$ cat src/rtl/usb_tx_pkg.sv
// Shared types and constants for the USB transmit packetiser and CRC helpers.
// Latency: n/a (package only).
// Backpressure: n/a (package only).
package usb_tx_pkg;

    // Packetiser sequencing states. Encodings 5..7 are unused and recover to IDLE.
    typedef enum logic [2:0] {
        ST_IDLE = 3'd0,
        ST_PID  = 3'd1,
        ST_DATA = 3'd2,
        ST_CRC1 = 3'd3,
        ST_CRC2 = 3'd4
    } state_e;

    // CRC-16/USB: polynomial 0x8005 processed LSB-first.
    localparam logic [15:0] CRC16_POLY_REFL = 16'hA001;
    localparam logic [15:0] CRC16_INIT      = 16'hFFFF;

    // Data PIDs.
    localparam logic [3:0] DATA0 = 4'b0011;
    localparam logic [3:0] DATA1 = 4'b1011;

    // PID byte on the wire: check nibble (complement) in the upper half.
    function automatic logic [7:0] pid_byte(input logic [3:0] p);
        return {~p, p};
    endfunction

endpackage

$ cat src/rtl/usb_crc16_byte.sv
// One-byte CRC-16/USB update: crc_out = crc_in advanced over data_in, LSB first.
// Latency: purely combinational.
// Backpressure: none; the caller decides when to register the result.
// Ports: crc_in  - current (non-inverted) CRC register
//        data_in - byte to fold in
//        crc_out - updated CRC register
module usb_crc16_byte
    import usb_tx_pkg::*;
(
    input  logic [15:0] crc_in,
    input  logic [7:0]  data_in,
    output logic [15:0] crc_out
);

    logic [15:0] crc_v;

    always_comb begin
        crc_v = crc_in ^ {8'h00, data_in};
        for (int i = 0; i < 8; i++) begin
            if (crc_v[0]) begin
                crc_v = (crc_v >> 1) ^ CRC16_POLY_REFL;
            end else begin
                crc_v = crc_v >> 1;
            end
        end
        crc_out = crc_v;
    end

endmodule

$ cat src/rtl/usb_tx_packetizer.sv
// USB transmit packetiser: PID byte, len payload bytes from upstream, then two CRC16 bytes.
// Latency: first byte (PID) is valid one cycle after send_data is sampled in IDLE.
// Backpressure: tx_data/tx_valid hold while !tx_ready; data_ready only when the output slot frees.
// Ports: clk/reset (async, active-low); send_data/pid/len request a packet (sampled in IDLE);
//        abort kills the packet; data_in/data_valid/data_ready upstream bytes;
//        tx_data/tx_valid/tx_ready downstream bytes; busy = not IDLE; done = pulse after last CRC byte.
module usb_tx_packetizer
    import usb_tx_pkg::*;
#(
    parameter int DATA_W  = 8,
    parameter int MAX_LEN = 64,
    parameter int LEN_W   = $clog2(MAX_LEN + 1)
) (
    input  logic              clk,
    input  logic              reset,
    input  logic              send_data,
    input  logic [3:0]        pid,
    input  logic [LEN_W-1:0]  len,
    input  logic              abort,
    input  logic [DATA_W-1:0] data_in,
    input  logic              data_valid,
    output logic              data_ready,
    output logic [DATA_W-1:0] tx_data,
    output logic              tx_valid,
    input  logic              tx_ready,
    output logic              busy,
    output logic              done
);

    localparam logic [LEN_W-1:0] MAX_LEN_C = LEN_W'(MAX_LEN);

    state_e            state_q, state_d;
    logic [DATA_W-1:0] tx_data_q, tx_data_d;
    logic              tx_valid_q, tx_valid_d;
    logic              busy_q, busy_d;
    logic              done_q, done_d;
    logic [15:0]       crc_q, crc_d;
    logic [LEN_W-1:0]  cnt_q, cnt_d;
    logic [LEN_W-1:0]  len_q, len_d;

    logic [15:0]       crc_upd;
    logic              slot_free;
    logic              tx_acc;
    logic              more_data;

    usb_crc16_byte u_crc (
        .crc_in  (crc_q),
        .data_in (data_in[7:0]),
        .crc_out (crc_upd)
    );

    // Output register is empty, or its byte is leaving this cycle.
    assign slot_free = !tx_valid_q || tx_ready;
    assign tx_acc    = tx_valid_q && tx_ready;
    // Stop pulling upstream once len_eff bytes have been loaded.
    assign more_data = (cnt_q != len_q);

    assign data_ready = (state_q == ST_DATA) && more_data && slot_free;

    always_comb begin
        state_d    = state_q;
        tx_data_d  = tx_data_q;
        tx_valid_d = tx_valid_q;
        done_d     = 1'b0;
        crc_d      = crc_q;
        cnt_d      = cnt_q;
        len_d      = len_q;

        case (state_q)
            ST_IDLE: begin
                tx_valid_d = 1'b0;
                if (send_data) begin
                    len_d      = (len > MAX_LEN_C) ? MAX_LEN_C : len;
                    crc_d      = CRC16_INIT;
                    cnt_d      = '0;
                    tx_data_d  = DATA_W'(pid_byte(pid));
                    tx_valid_d = 1'b1;
                    state_d    = ST_PID;
                end
            end

            ST_PID: begin
                if (tx_acc) begin
                    if (len_q != '0) begin
                        // Payload loads from DATA once data_ready can be raised.
                        tx_valid_d = 1'b0;
                        state_d    = ST_DATA;
                    end else begin
                        tx_data_d = DATA_W'(~crc_q[7:0]);
                        state_d   = ST_CRC1;
                    end
                end
            end

            ST_DATA: begin
                if (slot_free) begin
                    if (!more_data) begin
                        // Last payload byte is being accepted; crc_q already covers it.
                        tx_data_d  = DATA_W'(~crc_q[7:0]);
                        tx_valid_d = 1'b1;
                        state_d    = ST_CRC1;
                    end else if (data_valid) begin
                        tx_data_d  = data_in;
                        tx_valid_d = 1'b1;
                        crc_d      = crc_upd;
                        cnt_d      = cnt_q + LEN_W'(1);
                    end else begin
                        // Upstream underrun: bubble on the tx bus, keep waiting.
                        tx_valid_d = 1'b0;
                    end
                end
            end

            ST_CRC1: begin
                if (tx_acc) begin
                    tx_data_d = DATA_W'(~crc_q[15:8]);
                    state_d   = ST_CRC2;
                end
            end

            ST_CRC2: begin
                if (tx_acc) begin
                    tx_valid_d = 1'b0;
                    done_d     = 1'b1;
                    state_d    = ST_IDLE;
                end
            end

            default: begin
                tx_valid_d = 1'b0;
                state_d    = ST_IDLE;
            end
        endcase

        // Abort wins over any accept in flight; the pending byte is discarded.
        if (abort && (state_q != ST_IDLE)) begin
            state_d    = ST_IDLE;
            tx_valid_d = 1'b0;
            done_d     = 1'b0;
            crc_d      = crc_q;
            cnt_d      = cnt_q;
        end
    end

    assign busy_d = (state_d != ST_IDLE);

    always_ff @(posedge clk or negedge reset) begin
        if (!reset) begin
            state_q    <= ST_IDLE;
            tx_data_q  <= '0;
            tx_valid_q <= 1'b0;
            busy_q     <= 1'b0;
            done_q     <= 1'b0;
            crc_q      <= CRC16_INIT;
            cnt_q      <= '0;
            len_q      <= '0;
        end else begin
            state_q    <= state_d;
            tx_data_q  <= tx_data_d;
            tx_valid_q <= tx_valid_d;
            busy_q     <= busy_d;
            done_q     <= done_d;
            crc_q      <= crc_d;
            cnt_q      <= cnt_d;
            len_q      <= len_d;
        end
    end

    assign tx_data  = tx_data_q;
    assign tx_valid = tx_valid_q;
    assign busy     = busy_q;
    assign done     = done_q;

endmodule

$ cat config.mk
export PLATFORM = sky130hd
export DESIGN_NAME = usb_tx_packetizer
export DESIGN_NICKNAME = d
export VERILOG_FILES = /design/src/rtl/usb_tx_pkg.sv /design/src/rtl/usb_crc16_byte.sv /design/src/rtl/usb_tx_packetizer.sv
export SDC_FILE = /design/constraint.sdc
export NUM_CORES = 1
export LEC_CHECK = 0
export ABC_AREA = 1
export BUFFER_PORTS_ARGS = -buffer_cell sky130_fd_sc_hd__buf_2
export CORE_MARGIN = 3
export CORE_UTILIZATION = 48
export DETAILED_ROUTE_END_ITERATION = 8
export HOLD_SLACK_MARGIN = 0.06
export PLACE_DENSITY = 0.69
export SLEW_MARGIN = 20
export SYNTH_ARGS = -nofsm -noshare
export SYNTH_HDL_FRONTEND = slang
export SYNTH_SLANG_ARGS = --single-unit
$ cat constraint.sdc
create_clock -name clk -period 3.8 [get_ports clk]
set_clock_uncertainty 0.05 [all_clocks]
set_input_delay 0.38 -clock clk [delete_from_list [all_inputs] [get_ports clk]]
set_output_delay 0.38 -clock clk [all_outputs]
set_load 0.01 [all_outputs]
# Word-level counts from Yosys, hierarchy flattened
# Cells that the tools add are included.
# classes
addsub,1
magnitude_cmp,1
n_eq_ne,18
muxes,48
bitwise_logic,13
n_reduce_logical,16
# ops
op,count
16-bit 2-to-1 mux,12
8-bit 2-to-1 mux,7
7-bit 2-to-1 mux,5
16-bit one-hot mux with 2 select lines,1
8-bit one-hot mux with 4 select lines,1
2-bit NOT with 3-bit output,8
3-bit 2-to-1 mux,7
2-bit inequality test (second input constant),8
8-bit NOT,2
16-bit by 8-bit XOR with 16-bit output,1
3-bit one-hot mux with 5 select lines,1
7-bit one-hot mux with 2 select lines,1
1-bit 2-to-1 mux,12
3-bit inequality test (second input constant),4
7-bit by 1-bit adder with 7-bit output (second input constant),1
7-bit > comparator (second input constant),1
7-bit inequality test,1
7-bit AND reduction,1
7-bit nonzero test,1
3-bit by 2-bit equality test with 1-bit output (second input constant),2
6-bit AND reduction,1
3-bit nonzero test,2
1-bit one-hot mux with 5 select lines,1
5-bit AND reduction,1
other kinds (12),15
# word_totals
ff_bits,44
inputBits,25
out_inout_bits,12
word_cells,105

# Logic depth before layout (Yosys ltp)
# Gate-level depths: netlist (run 1).
# depth
ltp_word,21
ltp_mapped,16

# Modules after synthesis
# From an unflattened synthesis (run 1), not the netlist that was laid out.
# hier_totals
cells_unflattened,400
hier_area_um2,2914.0
# by_module_without_submodules
mod,instances,cells_each,area_per_inst_um2,seq_area_each_um2
usb_tx_packetizer,1,335,2468.6,1121.1
usb_crc16_byte,1,65,445.4,0.0

# Least setup slack after synthesis (run 1)
# OpenSTA, ideal clock, no wires.
# synth_timing
kind,register to register
from,register cnt_q[1]
to,register tx_data_q[7] (netlist: tx_data[7])
setup_time_ns,0.113
arrival_ns,1.505
required_ns,3.637
setup_slack_ns,2.132
stages_incl_launch_ff,12
period_less_slack_ns,1.668
path_cell_list,dfrtp_1 > xnor2_1 > nand3_1 > nor2_1 > nand3_1 > nand2_1 > nand3_2 > buf_4 > nor2_1 > nand2_1 > nand2_1 > inv_1
# synth_via
elab_chain_len,4
elab_cells_between_ends,6
# synth_rtl
item,line_no,rtl
start: declaration,usb_tx_packetizer.sv:38,"logic [LEN_W-1:0] cnt_q, cnt_d;"
start signal: assignment,usb_tx_packetizer.sv:164,cnt_q <= cnt_d;
7-bit inequality test *,usb_tx_packetizer.sv:56,assign more_data = (cnt_q != len_q);
8-bit 2-to-1 mux,usb_tx_packetizer.sv:97,if (!more_data) begin
8-bit 2-to-1 mux,usb_tx_packetizer.sv:96,if (slot_free) begin
8-bit one-hot mux with 4 select lines,usb_tx_packetizer.sv:69,case (state_q)
end signal: assignment,usb_tx_packetizer.sv:159,tx_data_q <= tx_data_d;
end: declaration,usb_tx_packetizer.sv:33,"logic [DATA_W-1:0] tx_data_q, tx_data_d;"
# Mark *: on every way between the ends. The rest lies on a longest branch, timed or not. The select of a mux whose other input is x is not followed.
# A chain may end at the register's enable or synchronous reset.

# Final worst setup path (run 1)
# layout_timing
from,register cnt_q[1]
to,output data_ready
# layout_via
elab_chain_len,3
# layout_rtl
item,line_no,rtl
7-bit inequality test,usb_tx_packetizer.sv:56,
1-bit logical AND (2 in series),usb_tx_packetizer.sv:58,assign data_ready = (state_q == ST_DATA) && more_data && slot_free;
end: declaration,usb_tx_packetizer.sv:22,"output logic data_ready,"
# Every way passes these cells.

==> results of run 1 <==
[layer usage]
| layer | GRT usage | vias up | share of wire |
|---|---|---|---|
| met4 | 0.08953 | 0 | 0.022 |
| li1 | - | 1227 | - |
| met2 | 0.3325 | 80 | 0.46 |
| met5 | 0 | - | 0 |
| met1 | 0.2868 | 1112 | 0.46 |
| met3 | 0.03991 | 13 | 0.066 |
[stage by stage]
step,instance area (um^2),hold WS [ns]
2_1_floorplan,2688,0.03441
3_3_place_gp,2920,0.4090
3_5_place_dp,2920,0.4137
4_1_cts,3037,0.1816
5_1_grt,3049,0.1874
6_report,3049,0.1873
[sequential cells by signal, summed over array words and instances, names as in the netlist]
signal / cells
busy: 1
len_q: 7
done: 1
crc_q: 16
tx_valid: 1
tx_data: 8
state_q: 3
cnt_q: 7
[final timing paths]
kind,startpoint,endpoint,slack (ns),cells past startpoint
min in group asynchronous,reset,len_q[6]$_DFFE_PN0P_,0.56,2
max in group asynchronous,reset,crc_q[11]$_DFFE_PN1P_,2.75,2
setup reg to reg,cnt_q[1]$_DFFE_PN0P_,tx_data[2]$_DFFE_PN0P_,1.72,10
hold / removal,abort,done$_DFF_PN0_,0.19,2
hold reg to reg,tx_data[5]$_DFFE_PN0P_,tx_data[5]$_DFFE_PN0P_,0.43,2
setup / recovery,cnt_q[1]$_DFFE_PN0P_,data_ready,1.43,7
[final cells by class]
class / instances / area (um^2) / share of cell area
Multi-Input combinational cell: 249 / 1271 / 0.4169
Tap cell: 70 / 87.58 / 0.02872
Clock buffer: 6 / 82.58 / 0.02708
Clock inverter: 2 / 33.78 / 0.01108
Inverter: 69 / 260.3 / 0.08535
Timing Repair Buffer: 37 / 192.7 / 0.06319
Sequential cell: 44 / 1121 / 0.3677
[cells in the mapped netlist, drive strengths merged, types with 3 or more instances]
library cell,instances,share of area
buf,4,0.013
a22oi,12,0.034
o31ai,3,0.0084
nor2,37,0.056
nand4,3,0.013
inv,68,0.095
dfrtp,28,0.26
nand2,106,0.15
xor2,12,0.039
dfstp,16,0.16
o22ai,3,0.0070
xnor2,6,0.020
nand3,19,0.037
nor3,6,0.015
a21oi,15,0.029
o21ai,19,0.035
[cells by family after synthesis]
group,count (synthesis),synth area share
DFF,44,0.4171
AOI/OAI and AO/OA,58,0.1318
and+or+nand+nor,172,0.2779
buffers and inverters,73,0.1099
adders and majority gates,1,0.004655
xor gates and xnor gates,18,0.05866
[power by group]
part | leakage (nW) | internal, mW | switching [mW] | total [mW]
logic | 1.07 | 0.293 | 0.597 | 0.891
clock network | 0.0588 | 0.212 | 0.167 | 0.379
registers | 0.529 | 0.610 | 0.0740 | 0.684
total | 1.66 | 1.11 | 0.838 | 1.95
==> results by stage, run 1 <==
Drt:
- In this run, the number of DRC markers left after iteration 0 of detailed routing was 142.
- For this run, the detailed router's first-pass iteration total came to 4.
- The per-cell routed wire length is 13.04 um.
- The detailed router placed 2,432 vias in this run.
- Once detail routing completed, the nets flagged for antenna violations numbered 0.
- The mean number of vias per cell is 5.099.
- The total wire length is 6.218 mm.
- After detailed routing, the number of remaining DRC violations is 0.

GRT:
- The number of antenna violations at the first check in global routing came to 0.
- Entering global routing, the biggest net connects 45 pins.
- The number of global-route vias before repair is 2,367.
- The first global-routing pass estimated 10.67 mm of wire.
- Summed over all layers, the global routing overflow is 0.
- The overall fraction of global-route tracks in use is 0.2121.

Job:
- The tool flagged a number of max-cap violations equal to 0.

Timing:
- Setup violations remaining at the end of the flow were counted as 0.
- The worst slew margin relative to its limit is 0.5279.
- Setup repair after global routing left no endpoint under its margin.
- The final count of pins violating max slew is 0.
- For this run, the top clock speed supported by timing is 0.4212 GHz.
- The worst path meets setup with 1.426 ns of slack.
- The pin slew with the least headroom to its limit is 0.7008 ns.
- The worst path in the final design needs a cycle of 2.374 ns, including I/O delays and setup.
- The setup total negative slack is 0 ns.
- The number of failing hold endpoints at the final stage was 0.
- The period utilization is 0.6248.

Finish:
- The area growth from synthesis to layout is 13.45%.
- The net count reported at finish is 432.
- The commonest non-fill, non-tap cell in the layout is nand2_1.
- The core occupancy in the finished layout is 0.5786.
- The repair_antennas step left the layout with diodes totalling 0.
- The fraction of layout instances using a drive strength above 1 is 0.1744.
- The final cell count without fillers is 477.
- Counting the fill cells in the layout gives 508.
- In the layout the commonest cells are 105 x nand2_1, 67 x inv_1, 35 x buf_2.

Placed design:
- In this run the tool buffered the top-level ports with 36 buffer cells.
- Routability-driven placement finished with a final weighted congestion of 0.8842.
- The post-place setup slack is 1.710 ns.
- The half-perimeter wire length of the detailed placement result is 4.631 mm.
- Counting tap cells, the placed design contains a total of 468 instances.

Clock tree:
- The buffer levels on the longest clock path is 2.
- After clock tree synthesis, the repair step resized 0 gates.
- TritonCTS created 5 clock buffers.
- The clock transition at the register clock pins on the worst setup and hold paths after CTS is 0.09 ns.
- CTS built an H-tree with a depth of 2.
- In this run, post-CTS hold repair placed 0 buffers.
- Once the clock tree was built, the setup fixing pass inserted 0 buffers.
- The number of sinks driven by the clock tree is 44.
- TritonCTS built the clock tree.
- The root buffer selected by CTS is clkbuf_8.
- The clock insertion delay at the later pin of the skew report is 0.31 ns.

Min path:
- The worst hold-check path type is input pin to flip-flop.

Setup path:
- For this design, the slowest cell found on the critical path is dfrtp_1.
- The endpoint required time on the critical path is 3.37 ns.
- The critical path class is flip-flop to primary output.
- The top fanout value on the critical path is 7.
- Grouping stages by cell kind, the critical path spends the most delay in simple AND/OR/NAND/NOR gates.
- The critical path goes through xnor2_1 > nand3_1 > nor2_1 > nand3_1 > nand2_1 > nor2_1 > buf_2.
- The worst setup path is captured at a primary output.
- The category of the worst setup path launch point is a flip-flop.
- The endpoint arrival time on the critical path is 1.94 ns.
- The worst path buffer plus inverter count is 1.
- In this design, the stage delay of the slowest critical-path cell is 0.43 ns.

Power and ir drop:
- For this design the ratio of total power to cell area is 640.5 nW/um^2.
- VDD sags by at most 0.2647 mV.
- In this run the static leakage power is 1.660 nW.
- The power consumption is 1.953 mW.

Floorplanning:
- The initial utilization of the core area, before any placement, comes to 0.5100.
- For this design the top-level I/O count stands at 37.
- The die is 80.83 um tall.
- In this run the standard cell core region covers 5270 um^2.
- The die covers 6533 um^2.
- The die width is 80.83 um.
- The standard-cell row count is 26.

Synthesis:
- The number of storage elements in the synthesis netlist is 44.
- The per-instance average area after synthesis is 7.343 um^2.
- In this run, synthesis inferred 0 flip-flops with an integrated enable.
- The number of nets in the synthesized netlist is 392.
- In the synthesized netlist the dominant register cell turns out to be dfrtp_1.
- Yosys printed 0 warnings.
- The sequential-to-total area share from yosys stat is 0.4171.
- After synthesis, the share of flip-flops with an asynchronous set or reset is 1.000.
- The number of unique standard cell types used by synthesis is 34.
- The area of the mapped netlist is 2688 um^2.
- Counting every instance in the synthesized netlist gives 366.

Outcome:
- The flow ran to the end, and the final reports show no timing, DRC or antenna violations.
Note: power is estimated with default switching activity, not from simulation.
==> run 2: changes to the inputs <==
PLACE_DENSITY = 0.71   (was 0.69)
clock period = 2.06 ns   (was 3.8 ns; I/O delays follow)
==> results by stage, run 2 (synthesized netlist as in run 1, its figures left out) <==
Setup path:
- The critical path class is flip-flop to primary output (unchanged).
- The endpoint required time on the critical path was 1.80 ns (was 3.37 ns).
- The number of cell instances on the worst register-to-register path is 10 (unchanged).
- The endpoint arrival time on the critical path was 1.76 ns (was 1.94 ns).
- The highest cell delay on the worst timing path was 0.42 ns (was 0.43 ns).
- The top fanout value on the critical path is 7 (unchanged).
- Cells along the critical path: xor2_1 > nor2_1 > nand3_1 > nand2_2 > nor2_1 > buf_2 (was xnor2_1 > nand3_1 > nor2_1 > nand3_1 > nand2_1 > nor2_1 > buf_2).
- The category of the worst setup path launch point is a flip-flop (unchanged).
- The standard cell with the maximum stage delay on the critical path was dfrtp_1 (unchanged).
- The destination of the worst register-to-register timing path is crc_q[11]$_DFFE_PN1P_ (was tx_data[2]$_DFFE_PN0P_).
- The type of destination of the critical path is a primary output (unchanged).
- The startpoint of the worst-slack reg-to-reg timing path is state_q[1]$_DFF_PN0_ (was cnt_q[1]$_DFFE_PN0P_).
- The flop-to-flop setup slack was 0.13 ns (was 1.72 ns).
- The most repeated library cell on the critical path is nor2_1.

Timing:
- The worst slew margin relative to its limit is 0.6218 (was 0.5279).
- The number of failing hold endpoints at the final stage is 0 (unchanged).
- The count of endpoints failing setup in the final report is 0 (unchanged).
- The worst hold-check slack came to 0.06515 ns (was 0.1873 ns).
- The clock period could shrink to 2.014 ns.
- The period utilization is 0.9775.
- The setup total negative slack came to 0 ns (unchanged).
- The fmax is 0.4966 GHz.
- The worst-case setup margin in the final layout is 0.04626 ns (was 1.426 ns).
- The pin slew with the least headroom to its limit is 0.5673 ns (was 0.7008 ns).
- The final count of pins violating max slew is 0 (unchanged).
- RSZ-0062 raised after global routing: true (was false).

Power and ir drop:
- The leakage power summed over all cells was 1.716 nW (was 1.660 nW).
- The worst-case vdd ir drop came to 0.4529 mV (was 0.2647 mV).
- The sequential share of power was 0.346 (was 0.350).
- The power density relative to cell area is 1163 nW/um^2 (was 640.5 nW/um^2).
- The clock power share is 0.180 (was 0.194).
- The power consumption is 3.673 mW (was 1.953 mW).
- The part of the power in combinational logic is 0.475 (was 0.456).
- The switching portion of total power is 0.4335 (was 0.4292).
- The internal power contribution came to 2.081 mW (was 1.115 mW).
- The reported net switching power is 1.592 mW (was 838.2 uW).

Placed design:
- The count of port buffers added during placement was 36 (unchanged).
- The global placement routability congestion is 0.9022 (was 0.8842).
- The post-place setup slack is 0.1509 ns (was 1.710 ns).
- The number of placed cells counting well taps is 474 (was 468).
- The area of placed instances was 2978 um^2 (was 2920 um^2).
- The half-perimeter wire length of the detailed placement result was 4.763 mm (was 4.631 mm).

Floorplanning:
- The overall die area is 6533 um^2 (unchanged).
- The boundary pin count is 37 (unchanged).
- The standard-cell row count is 26 (unchanged).
- The core footprint came to 5270 um^2 (unchanged).
- The starting density of the core came to 0.5100 (unchanged).
- The vertical die dimension came to 80.83 um (unchanged).
- The die width is 80.83 um (unchanged).

Drt:
- The per-cell routed wire length is 13.10 um (was 13.04 um).
- The number of DRC violations after detailed routing is 0 (unchanged).
- The mean number of vias per cell is 5.012 (was 5.099).
- The total wire length is 6.393 mm (was 6.218 mm).
- The post-detailed-route count of antenna-violating nets was 0 (unchanged).
- The DRC marker count from the first detailed-route iteration is 163 (was 142).
- The via count is 2,446 (was 2,432).
- The number of iterations in the first detailed-routing pass is 5 (was 4).

GRT:
- The met2 demand-to-capacity share in global routing is 0.3309 (was 0.3325).
- The met1 track utilization from global routing is 0.2853 (was 0.2868).
- The first-pass GRT wire length is 10.50 mm (was 10.67 mm).
- The overall fraction of global-route tracks in use was 0.2039 (was 0.2121).
- The peak-usage layer in the global routing report is met2 (unchanged).
- The number of global-route vias before repair came to 2,309 (was 2,367).
- The maximum number of pins on one net before global-route repair was 45 (unchanged).
- The number of antenna violations at the first check in global routing is 0 (unchanged).
- The global routing met3 resource utilization came to 0.02993 (was 0.03991).
- The sum of overflow across all layers after global routing is 0 (unchanged).

Clock tree:
- The clock insertion delay at the later pin of the skew report is 0.30 ns (was 0.31 ns).
- The clock tree from TritonCTS is built (unchanged).
- The number of CTS-inserted buffers is 5 (unchanged).
- The root buffer selected by CTS is clkbuf_8 (unchanged).
- The clock transition at the register clock pins on the worst setup and hold paths after CTS is 0.08 ns (was 0.09 ns).
- The depth of the CTS H-tree is 2 (unchanged).
- The buffer levels on the longest clock path was 2 (unchanged).
- The number of sinks driven by the clock tree is 44 (unchanged).

Finish:
- The fraction of layout instances using a drive strength above 1 is 0.2010 (was 0.1744).
- Top library cells by usage in the layout, fill and taps aside: 104 x nand2_1, 67 x inv_1, 36 x buf_2 (was 105 x nand2_1, 67 x inv_1, 35 x buf_2).
- The register with the highest flop count was crc_q (unchanged).
- The final cell count without fillers came to 488 (was 477).
- The layout filler cell count is 513 (was 508).
- The design area is 3159 um^2 (was 3049 um^2).
- The number of antenna repair diodes is 0 (unchanged).
- The area growth from synthesis to layout is 17.55% (was 13.45%).
- The core occupancy in the finished layout is 0.5995 (was 0.5786).
- The flip-flop count of the largest register, all copies and words added is 16 (unchanged).
- The commonest non-fill, non-tap cell in the layout is nand2_1 (unchanged).
- The net count reported at finish was 443 (was 432).

Outcome:
- Outcome: finished clean (unchanged).

Min path:
- The worst min-delay path endpoint is len_q[5]$_DFFE_PN0P_ (was done$_DFF_PN0_).
- The worst hold path cell count came to 3 (was 2).
- The launch instance of the worst min-delay path is len[5] (was abort).
- The worst hold-check path type is input pin to flip-flop (unchanged).

Job:
- The max-capacitance violation count was 0 (unchanged).
==> run 2: changes by cell type in the layout (fill, tap and decap cells not counted), moves of 2 or more <==
cell,change
buf_4,+6
nor2_2,+3
nor2_1,-3
dlygate4sd3_1,+2
==> run 2: worst max-delay path by stage <==
stage / slack (ns) / depth (start not counted) / from / to
after floorplan: 0.39 / 11 / cnt_q[1]$_DFFE_PN0P_ / tx_data[7]$_DFFE_PN0P_
after global placement: 0.19 / 9 / state_q[1]$_DFF_PN0_ / cnt_q[2]$_DFFE_PN0P_
after detailed placement: 0.15 / 11 / cnt_q[0]$_DFFE_PN0P_ / tx_data[2]$_DFFE_PN0P_
after CTS: 0.02 / 7 / cnt_q[1]$_DFFE_PN0P_ / data_ready
after global routing: -0.06 / 7 / cnt_q[1]$_DFFE_PN0P_ / data_ready
final: 0.05 / 6 / cnt_q[6]$_DFFE_PN0P_ / data_ready
==> run 2: power by group through the flow <==
stage               Sequential [mW]  Combinational [mW]  Clock [mW]
floorplan                      1.30                1.21           0
global placement               1.28                1.63           0
detailed placement             1.29                1.65           0
CTS                            1.27                1.67       0.675
global route                   1.31                1.99       0.718
finish                         1.27                1.74       0.660
==> run 2: repair_timing <==
action | in CTS | in global routing
cloned | 0 | 1
gates resized for setup | 1 | 4
pin swaps | 0 | 2
setup buffers | 0 | 2
endpoints found under the hold margin | 30 | 0
endpoints found under the setup margin | 1 | 12
hold buffers | 3 | 0
==> run 2: layout make-up <==
| class | instances | area, um^2 | area share |
|---|---|---|---|
| Clock buffer | 6 | 72.57 | 0.02297 |
| Multi-Input combinational cell | 250 | 1300 | 0.4115 |
| Tap cell | 70 | 87.58 | 0.02772 |
| Sequential cell | 44 | 1121 | 0.3549 |
| Inverter | 69 | 260.3 | 0.08238 |
| Clock inverter | 2 | 35.03 | 0.01109 |
| Timing Repair Buffer | 47 | 282.8 | 0.08950 |
==> run 2: layer usage <==
layer	routed length, um	vias up
met2	2993	60
li1	-	1255
met3	310	9
met4	68	0
met5	0	-
met1	3020	1122
==> run 2: critical path: cells and delay by family (launching register included) <==
family                    cells  cell delay (ns)
DFF                           1             0.42
xor gates and xnor gates      1             0.18
and+or+nand+nor               4             0.71
buffers and inverters         1             0.15
